===== src/rtl/lsu_pkg.sv =====
// Shared constants, state encoding and access-decode helpers for the load/store unit.
package lsu_pkg;

  localparam logic [2:0] F3_B  = 3'd0;
  localparam logic [2:0] F3_H  = 3'd1;
  localparam logic [2:0] F3_W  = 3'd2;
  localparam logic [2:0] F3_BU = 3'd4;
  localparam logic [2:0] F3_HU = 3'd5;

  localparam int LANE_W = 8;

  typedef enum logic [2:0] {
    IDLE  = 3'd0,
    RD_LO = 3'd1,
    RD_HI = 3'd2,
    WR_LO = 3'd3,
    WR_HI = 3'd4,
    RESP  = 3'd5
  } lsu_state_t;

  function automatic logic [2:0] access_bytes(input logic [2:0] funct3);
    case (funct3[1:0])
      2'b00:   return 3'd1;
      2'b01:   return 3'd2;
      default: return 3'd4;
    endcase
  endfunction

  function automatic logic is_illegal(input logic write, input logic [2:0] funct3);
    if (write) begin
      return funct3 > 3'd2;
    end else begin
      return (funct3 == 3'd3) || (funct3 > 3'd5);
    end
  endfunction

  function automatic logic is_span(input logic [1:0] offset, input logic [2:0] funct3);
    return ({1'b0, offset} + access_bytes(funct3)) > 3'd4;
  endfunction

  function automatic logic is_misaligned(input logic [1:0] offset, input logic [2:0] funct3);
    case (funct3[1:0])
      2'b00:   return 1'b0;
      2'b01:   return offset[0];
      default: return offset != 2'd0;
    endcase
  endfunction

  function automatic logic [5:0] lane_shift(input logic [1:0] offset);
    return 6'(offset) * 6'(LANE_W);
  endfunction

endpackage


===== src/rtl/lsu_align.sv =====
// Combinational lane logic: load extraction/extension and store lane merge over a {hi,lo} word pair.
module lsu_align
  import lsu_pkg::*;
(
  input  logic [1:0]  offset,
  input  logic [2:0]  funct3,
  input  logic [31:0] lo_word,
  input  logic [31:0] hi_word,
  input  logic [31:0] wdata,
  output logic [31:0] load_data,
  output logic [31:0] merged_lo,
  output logic [31:0] merged_hi
);

  logic [5:0]  shamt_s;
  logic [63:0] pair_s;
  logic [63:0] shifted_s;
  logic [63:0] base_mask_s;
  logic [63:0] mask_s;
  logic [63:0] merged_s;

  assign shamt_s   = lane_shift(offset);
  assign pair_s    = {hi_word, lo_word};
  assign shifted_s = pair_s >> shamt_s;

  // Lane mask of the access size, before positioning at the offset
  always_comb begin
    base_mask_s = 64'h0;
    case (funct3[1:0])
      2'b00:   base_mask_s = 64'h0000_0000_0000_00FF;
      2'b01:   base_mask_s = 64'h0000_0000_0000_FFFF;
      default: base_mask_s = 64'h0000_0000_FFFF_FFFF;
    endcase
  end

  assign mask_s    = base_mask_s << shamt_s;
  assign merged_s  = (pair_s & ~mask_s) | ((64'(wdata) << shamt_s) & mask_s);
  assign merged_lo = merged_s[31:0];
  assign merged_hi = merged_s[63:32];

  // Truncate to size and extend according to funct3
  always_comb begin
    load_data = 32'h0;
    case (funct3)
      F3_B:    load_data = {{24{shifted_s[7]}}, shifted_s[7:0]};
      F3_H:    load_data = {{16{shifted_s[15]}}, shifted_s[15:0]};
      F3_W:    load_data = shifted_s[31:0];
      F3_BU:   load_data = {24'h0, shifted_s[7:0]};
      F3_HU:   load_data = {16'h0, shifted_s[15:0]};
      default: load_data = 32'h0;
    endcase
  end

endmodule


===== src/rtl/load_store_unit.sv =====
// RV32I load/store unit: word RAM access with read-modify-write sub-word stores.
// Build option LSU_MISALIGNED_SPLIT_EN splits word-spanning accesses into two word accesses.
module load_store_unit
  import lsu_pkg::*;
#(
  parameter int ADDR_W = 32,
  parameter int DATA_W = 32
) (
  input  logic              clock,
  input  logic              reset,
  input  logic              req_valid,
  output logic              req_ready,
  input  logic              req_write,
  input  logic [2:0]        req_funct3,
  input  logic [ADDR_W-1:0] req_addr,
  input  logic [DATA_W-1:0] req_wdata,
  output logic              rsp_valid,
  output logic [DATA_W-1:0] rsp_rdata,
  output logic              rsp_err,
  output logic [ADDR_W-1:0] mem_addr,
  output logic [DATA_W-1:0] mem_wdata,
  output logic              mem_we,
  input  logic [DATA_W-1:0] mem_rdata
);

  lsu_state_t state_r, state_s;

  logic              write_r;
  logic [2:0]        funct3_r;
  logic [ADDR_W-1:0] addr_r;
  logic [DATA_W-1:0] wdata_r;
  logic [DATA_W-1:0] lo_word_r;
  logic [DATA_W-1:0] hi_word_r;
  logic [DATA_W-1:0] rsp_rdata_r;
  logic              rsp_err_r;

  logic              accept_s;
  logic              req_bad_s;
  logic              split_s;
  logic              rsp_set_s;
  logic [DATA_W-1:0] rsp_data_s;
  logic              rsp_flag_s;
  logic [DATA_W-1:0] lo_src_s;
  logic [DATA_W-1:0] hi_src_s;
  logic [DATA_W-1:0] load_data_s;
  logic [DATA_W-1:0] merged_lo_s;
  logic [DATA_W-1:0] merged_hi_s;
  logic [ADDR_W-3:0] lo_idx_s;
  logic [ADDR_W-3:0] hi_idx_s;

  assign accept_s = req_valid && (state_r == IDLE);
  assign lo_idx_s = addr_r[ADDR_W-1:2];
  assign hi_idx_s = lo_idx_s + (ADDR_W-2)'(1);

`ifdef LSU_MISALIGNED_SPLIT_EN
  assign req_bad_s = is_illegal(req_write, req_funct3);
  assign split_s   = is_span(addr_r[1:0], funct3_r);
`else
  assign req_bad_s = is_illegal(req_write, req_funct3) || is_misaligned(req_addr[1:0], req_funct3);
  assign split_s   = 1'b0;
`endif

  // The word being read this cycle comes straight from the RAM; the other from its capture register
  always_comb begin
    lo_src_s = lo_word_r;
    hi_src_s = hi_word_r;
    if (state_r == RD_LO) begin
      lo_src_s = mem_rdata;
    end else if (state_r == RD_HI) begin
      hi_src_s = mem_rdata;
    end else begin
      lo_src_s = lo_word_r;
    end
  end

  lsu_align u_align (
    .offset    (addr_r[1:0]),
    .funct3    (funct3_r),
    .lo_word   (lo_src_s),
    .hi_word   (hi_src_s),
    .wdata     (wdata_r),
    .load_data (load_data_s),
    .merged_lo (merged_lo_s),
    .merged_hi (merged_hi_s)
  );

  // Next-state, RAM-side outputs and response capture decode
  always_comb begin
    state_s    = state_r;
    rsp_set_s  = 1'b0;
    rsp_data_s = '0;
    rsp_flag_s = 1'b0;
    mem_addr   = '0;
    mem_wdata  = '0;
    mem_we     = 1'b0;
    case (state_r)
      IDLE: begin
        if (!req_valid) begin
          state_s = IDLE;
        end else if (req_bad_s) begin
          state_s    = RESP;
          rsp_set_s  = 1'b1;
          rsp_flag_s = 1'b1;
        end else if (req_write && (req_funct3 == F3_W) && (req_addr[1:0] == 2'b00)) begin
          state_s = WR_LO;
        end else begin
          state_s = RD_LO;
        end
      end
      RD_LO: begin
        mem_addr = {lo_idx_s, 2'b00};
        if (split_s) begin
          state_s = RD_HI;
        end else if (write_r) begin
          state_s = WR_LO;
        end else begin
          state_s    = RESP;
          rsp_set_s  = 1'b1;
          rsp_data_s = load_data_s;
        end
      end
      RD_HI: begin
        mem_addr = {hi_idx_s, 2'b00};
        if (write_r) begin
          state_s = WR_LO;
        end else begin
          state_s    = RESP;
          rsp_set_s  = 1'b1;
          rsp_data_s = load_data_s;
        end
      end
      WR_LO: begin
        mem_addr  = {lo_idx_s, 2'b00};
        mem_wdata = merged_lo_s;
        mem_we    = 1'b1;
        if (split_s) begin
          state_s = WR_HI;
        end else begin
          state_s   = RESP;
          rsp_set_s = 1'b1;
        end
      end
      WR_HI: begin
        mem_addr  = {hi_idx_s, 2'b00};
        mem_wdata = merged_hi_s;
        mem_we    = 1'b1;
        state_s   = RESP;
        rsp_set_s = 1'b1;
      end
      RESP: begin
        state_s = IDLE;
      end
      default: begin
        state_s = IDLE;
      end
    endcase
  end

  // State, request latch, read-word capture and held response registers
  always_ff @(posedge clock or posedge reset) begin
    if (reset) begin
      state_r     <= IDLE;
      write_r     <= 1'b0;
      funct3_r    <= 3'd0;
      addr_r      <= '0;
      wdata_r     <= '0;
      lo_word_r   <= '0;
      hi_word_r   <= '0;
      rsp_rdata_r <= '0;
      rsp_err_r   <= 1'b0;
    end else begin
      state_r <= state_s;
      if (accept_s) begin
        write_r  <= req_write;
        funct3_r <= req_funct3;
        addr_r   <= req_addr;
        wdata_r  <= req_wdata;
      end
      if (state_r == RD_LO) begin
        lo_word_r <= mem_rdata;
      end
      if (state_r == RD_HI) begin
        hi_word_r <= mem_rdata;
      end
      if (rsp_set_s) begin
        rsp_rdata_r <= rsp_data_s;
        rsp_err_r   <= rsp_flag_s;
      end
    end
  end

  assign req_ready = (state_r == IDLE);
  assign rsp_valid = (state_r == RESP);
  assign rsp_rdata = rsp_rdata_r;
  assign rsp_err   = rsp_err_r;

endmodule


===== config.mk =====
export PLATFORM = sky130hd
export DESIGN_NAME = load_store_unit
export DESIGN_NICKNAME = d
export VERILOG_FILES = /design/src/rtl/lsu_pkg.sv /design/src/rtl/lsu_align.sv /design/src/rtl/load_store_unit.sv
export SDC_FILE = /design/constraint.sdc
export NUM_CORES = 1
export LEC_CHECK = 0
export CAP_MARGIN = 25
export CORE_AREA = 2 2 179 181
export DETAILED_ROUTE_END_ITERATION = 8
export DIE_AREA = 0 0 181 183
export SYNTH_ARGS = -nofsm -noshare
export SYNTH_HDL_FRONTEND = slang
export SYNTH_HIERARCHICAL = 1
export SYNTH_SLANG_ARGS = --single-unit

===== constraint.sdc =====
create_clock -name clock -period 13.7 [get_ports clock]
set_input_delay 2.74 -clock clock [delete_from_list [all_inputs] [get_ports clock]]
set_output_delay 2.74 -clock clock [all_outputs]
set_load 0.02 [all_outputs]

==> reports/qor.csv <==
metric,value,unit
status,"complete, no violations",
cp_slowest_cell,clkdlybuf4s50_1,
dieArea,33120,um^2
postCtsSetupRepairBufs,0,
p_total,3.607,mW
power_frac_seq,0.262,
num_vias,8968,
p_switching,1.638,mW
antenna_left,0,
die_h,183,um
htreeDepth,4,
required,10.96,ns
fillerInstances,3060,
port_buffers,200,
io_pins,203,
synth_ff_type,dfrtp_1,
syn_area_per_cell,10.04,um^2
overflow,0,
synth_top_area_share,0.3918,
synth.cell_area,10730,um^2
yosys_warnings,6,
fin_crit,7.433,ns
skew,0.009354,ns
antenna_found_initial,3,
viasPerCell,5.512,
cts_buffer_depth,2,
max-cap-violations,0,
synthesis.instances,1069,
area_growth,25.29,%
setup_tns,0,ns
drc,0,
leakagePower,5.665,nW
cts-root-buf,clkbuf_16,
tritoncts,yes,
ctsResizeCount,0,
grtUsageTotal,0.2126,
final-seq-area,4207,um^2
ir_drop,0.0001380,V
fp-row-count,65,
fin_cells,1627,
yosys-top-cells-area,"dfrtp_1 39%, mux2_2 18%, nand2_1 8.1%, a22o_1 6.0%, mux4_2 4.8%",
fmax,0.1345,GHz
crit_fanout,4,
layout-drive-gt1-share,0.2263,
drv_slew,0,
nets,1315,
path_cells,clkdlybuf4s50_1 -> mux2_2 -> mux2_2 -> a22o_1 -> clkdlybuf4s50_1,
rsz0062_at_grt,false,
yosysUniqueCellTypes,62,
grt_max_degree,98,
multi_input_area,5948,um^2
layout_setup_ws,6.267,ns
switching_share,0.4543,
drt_iter0_drc,768,
gp_congestion,0.8934,
wl_per_cell,21.61,um
first_global_vias,8851,
p_per_area,268.3,nW/um^2
postSynth.asyncResetShare,1.000,
min_path_type,flip-flop to flip-flop,
post_cts_hold_buffer_count,0,
finalSetupViolCount,0,
crit_arrival,4.69,ns
cts_buffers,17,
utilization,0.4304,
cp-end-kind,output pin,
fin_area,13440,um^2
insertion_delay,0.43,ns
finalCritPeriodShare,0.5426,
die_w,181,um
worstSetupPathType,input pin to output pin,
start_util,0.3435,
drtPass1Iterations,5,
grt_pass1_wl,53830,um
dp.cells,1593,
hold_ws,0.5043,ns
critical_path.max_stage_delay,0.56,ns
wl,35160,um
core-area,31230,um^2
worst_slew_pin_slew,1.043,ns
dp_hpwl,25350,um
dpl_worst_slack,6.301,ns
synth-edff-count,0,
ys_ff_latch,168,
combPwrFrac,0.604,
p_int,1.968,mW
hold_viol,0,
startpoint_type,input pin,
max-slew-margin-rel,0.2984,
dpl_cell_area,12840,um^2
yosysSeqAreaShare,0.3918,
pwr-share-clk,0.134,
cts.sinks,168,
clkTransAtPathRegs,0.07,ns
synth_area_leader_cell,dfrtp_1,
[layout by cell type, fill, tap and decap left out, types with 3 or more instances in the layout]
| master | netlist | final |
|---|---|---|
| nand3_1 | 16 | 16 |
| and3_1 | 4 | 4 |
| inv_1 | 23 | 22 |
| mux4_2 | 23 | 23 |
| o32ai_1 | 4 | 4 |
| clkinvlp_4 | 0 | 4 |
| clkbuf_16 | 0 | 17 |
| o22ai_1 | 24 | 24 |
| or2_2 | 5 | 5 |
| a31oi_1 | 5 | 5 |
| nor2b_1 | 13 | 13 |
| mux2i_1 | 23 | 23 |
| mux2_2 | 176 | 176 |
| xnor2_1 | 5 | 5 |
| dfrtp_1 | 168 | 166 |
| nand2b_1 | 3 | 3 |
| nor4_1 | 9 | 9 |
| nor3_1 | 10 | 9 |
| a21oi_1 | 18 | 18 |
| nand2_1 | 232 | 231 |
| o21ai_0 | 27 | 27 |
| a21o_1 | 4 | 4 |
| inv_6 | 0 | 7 |
| a22o_1 | 74 | 74 |
| nand4_1 | 11 | 11 |
| a22oi_1 | 8 | 8 |
| inv_8 | 0 | 3 |
| clkdlybuf4s50_1 | 0 | 200 |
| o31ai_1 | 19 | 19 |
| nor2_1 | 27 | 26 |
| buf_4 | 15 | 12 |
| and2_1 | 10 | 8 |
[kinds of logic (layout without fill, tap and decap cells)]
kind of cell,after synthesis,count (layout),synth area share
fa+ha+maj,1,1,0.001166
flops,168,168,0.3918
buf+inv,114,268,0.05621
simple gates,357,357,0.1508
mux,224,224,0.2573
xor+xnor,7,7,0.005714
compound gates,197,197,0.1367
other cells,1,3,0.0003495
[power by group through the flow]
stage               Clock, mW  Combinational [mW]  Sequential [mW]
floorplan                   0                1.56            0.871
global placement            0                2.14            0.941
detailed placement          0                2.16            0.951
CTS                     0.491                2.17            0.944
global route            0.511                2.33            0.977
finish                  0.482                2.18            0.945
[area by class of cell]
| class | instances | share of cell area |
|---|---|---|
| multi-input cells | 788 | 0.4425 |
| clock buffers | 18 | 0.03267 |
| inverters | 23 | 0.006794 |
| diodes | 1 | 0.0001862 |
| well taps | 402 | 0.03742 |
| repair buffers | 213 | 0.1577 |
| flip-flops and latches | 168 | 0.3129 |
| clock inverters | 14 | 0.009866 |
[layer usage]
| layer | vias to the layer above | GRT usage | wire length, um |
|---|---|---|---|
| met2 | 343 | 0.3428 | 16230 |
| met5 | - | 0 | 26 |
| met1 | 4437 | 0.2896 | 15800 |
| li1 | 4135 | - | - |
| met3 | 49 | 0.03832 | 2298 |
| met4 | 4 | 0.07122 | 809 |
[synth_stat cells, drive strengths merged (16+ instances only)]
| master | n |
|---|---|
| a21oi | 20 |
| a22o | 74 |
| buf | 46 |
| clkbuf | 45 |
| dfrtp | 168 |
| inv | 23 |
| mux2 | 178 |
| mux2i | 23 |
| mux4 | 23 |
| nand2 | 233 |
| nand3 | 16 |
| nor2 | 30 |
| o21ai | 27 |
| o22ai | 25 |
| o31ai | 19 |
[state kept, by name, indices dropped and copies added (netlist names)]
name and flops:
wdata_r 32, funct3_r 3, rsp_err 1, hi_word_r 32
addr_r 32, rsp_rdata 32, state_r 3, write_r 1
lo_word_r 32
[worst paths after layout]
kind,from,end,slack [ns],cells after the start
max,mem_rdata[0],mem_wdata[0],6.27,5
min,rsp_rdata[4]$_DFFE_PP0P_,rsp_rdata[4]$_DFFE_PP0P_,0.50,1
max reg2reg,state_r[0]$_DFF_PP0_,rsp_rdata[26]$_DFFE_PP0P_,10.04,8
min reg2reg,rsp_rdata[4]$_DFFE_PP0P_,rsp_rdata[4]$_DFFE_PP0P_,0.50,1
max in group asynchronous,reset,addr_r[1]$_DFFE_PP0P_,9.63,4
min in group asynchronous,reset,hi_word_r[28]$_DFF_PP0_,2.87,2
[worst max-delay path: cells and delay by family]
family / cells / cell delay (ns)
AO/OA/AOI/OAI: 1 / 0.25
buffers and inverters: 2 / 1.08
multiplexers: 2 / 0.62
Note: power is estimated with default switching activity, not from simulation.
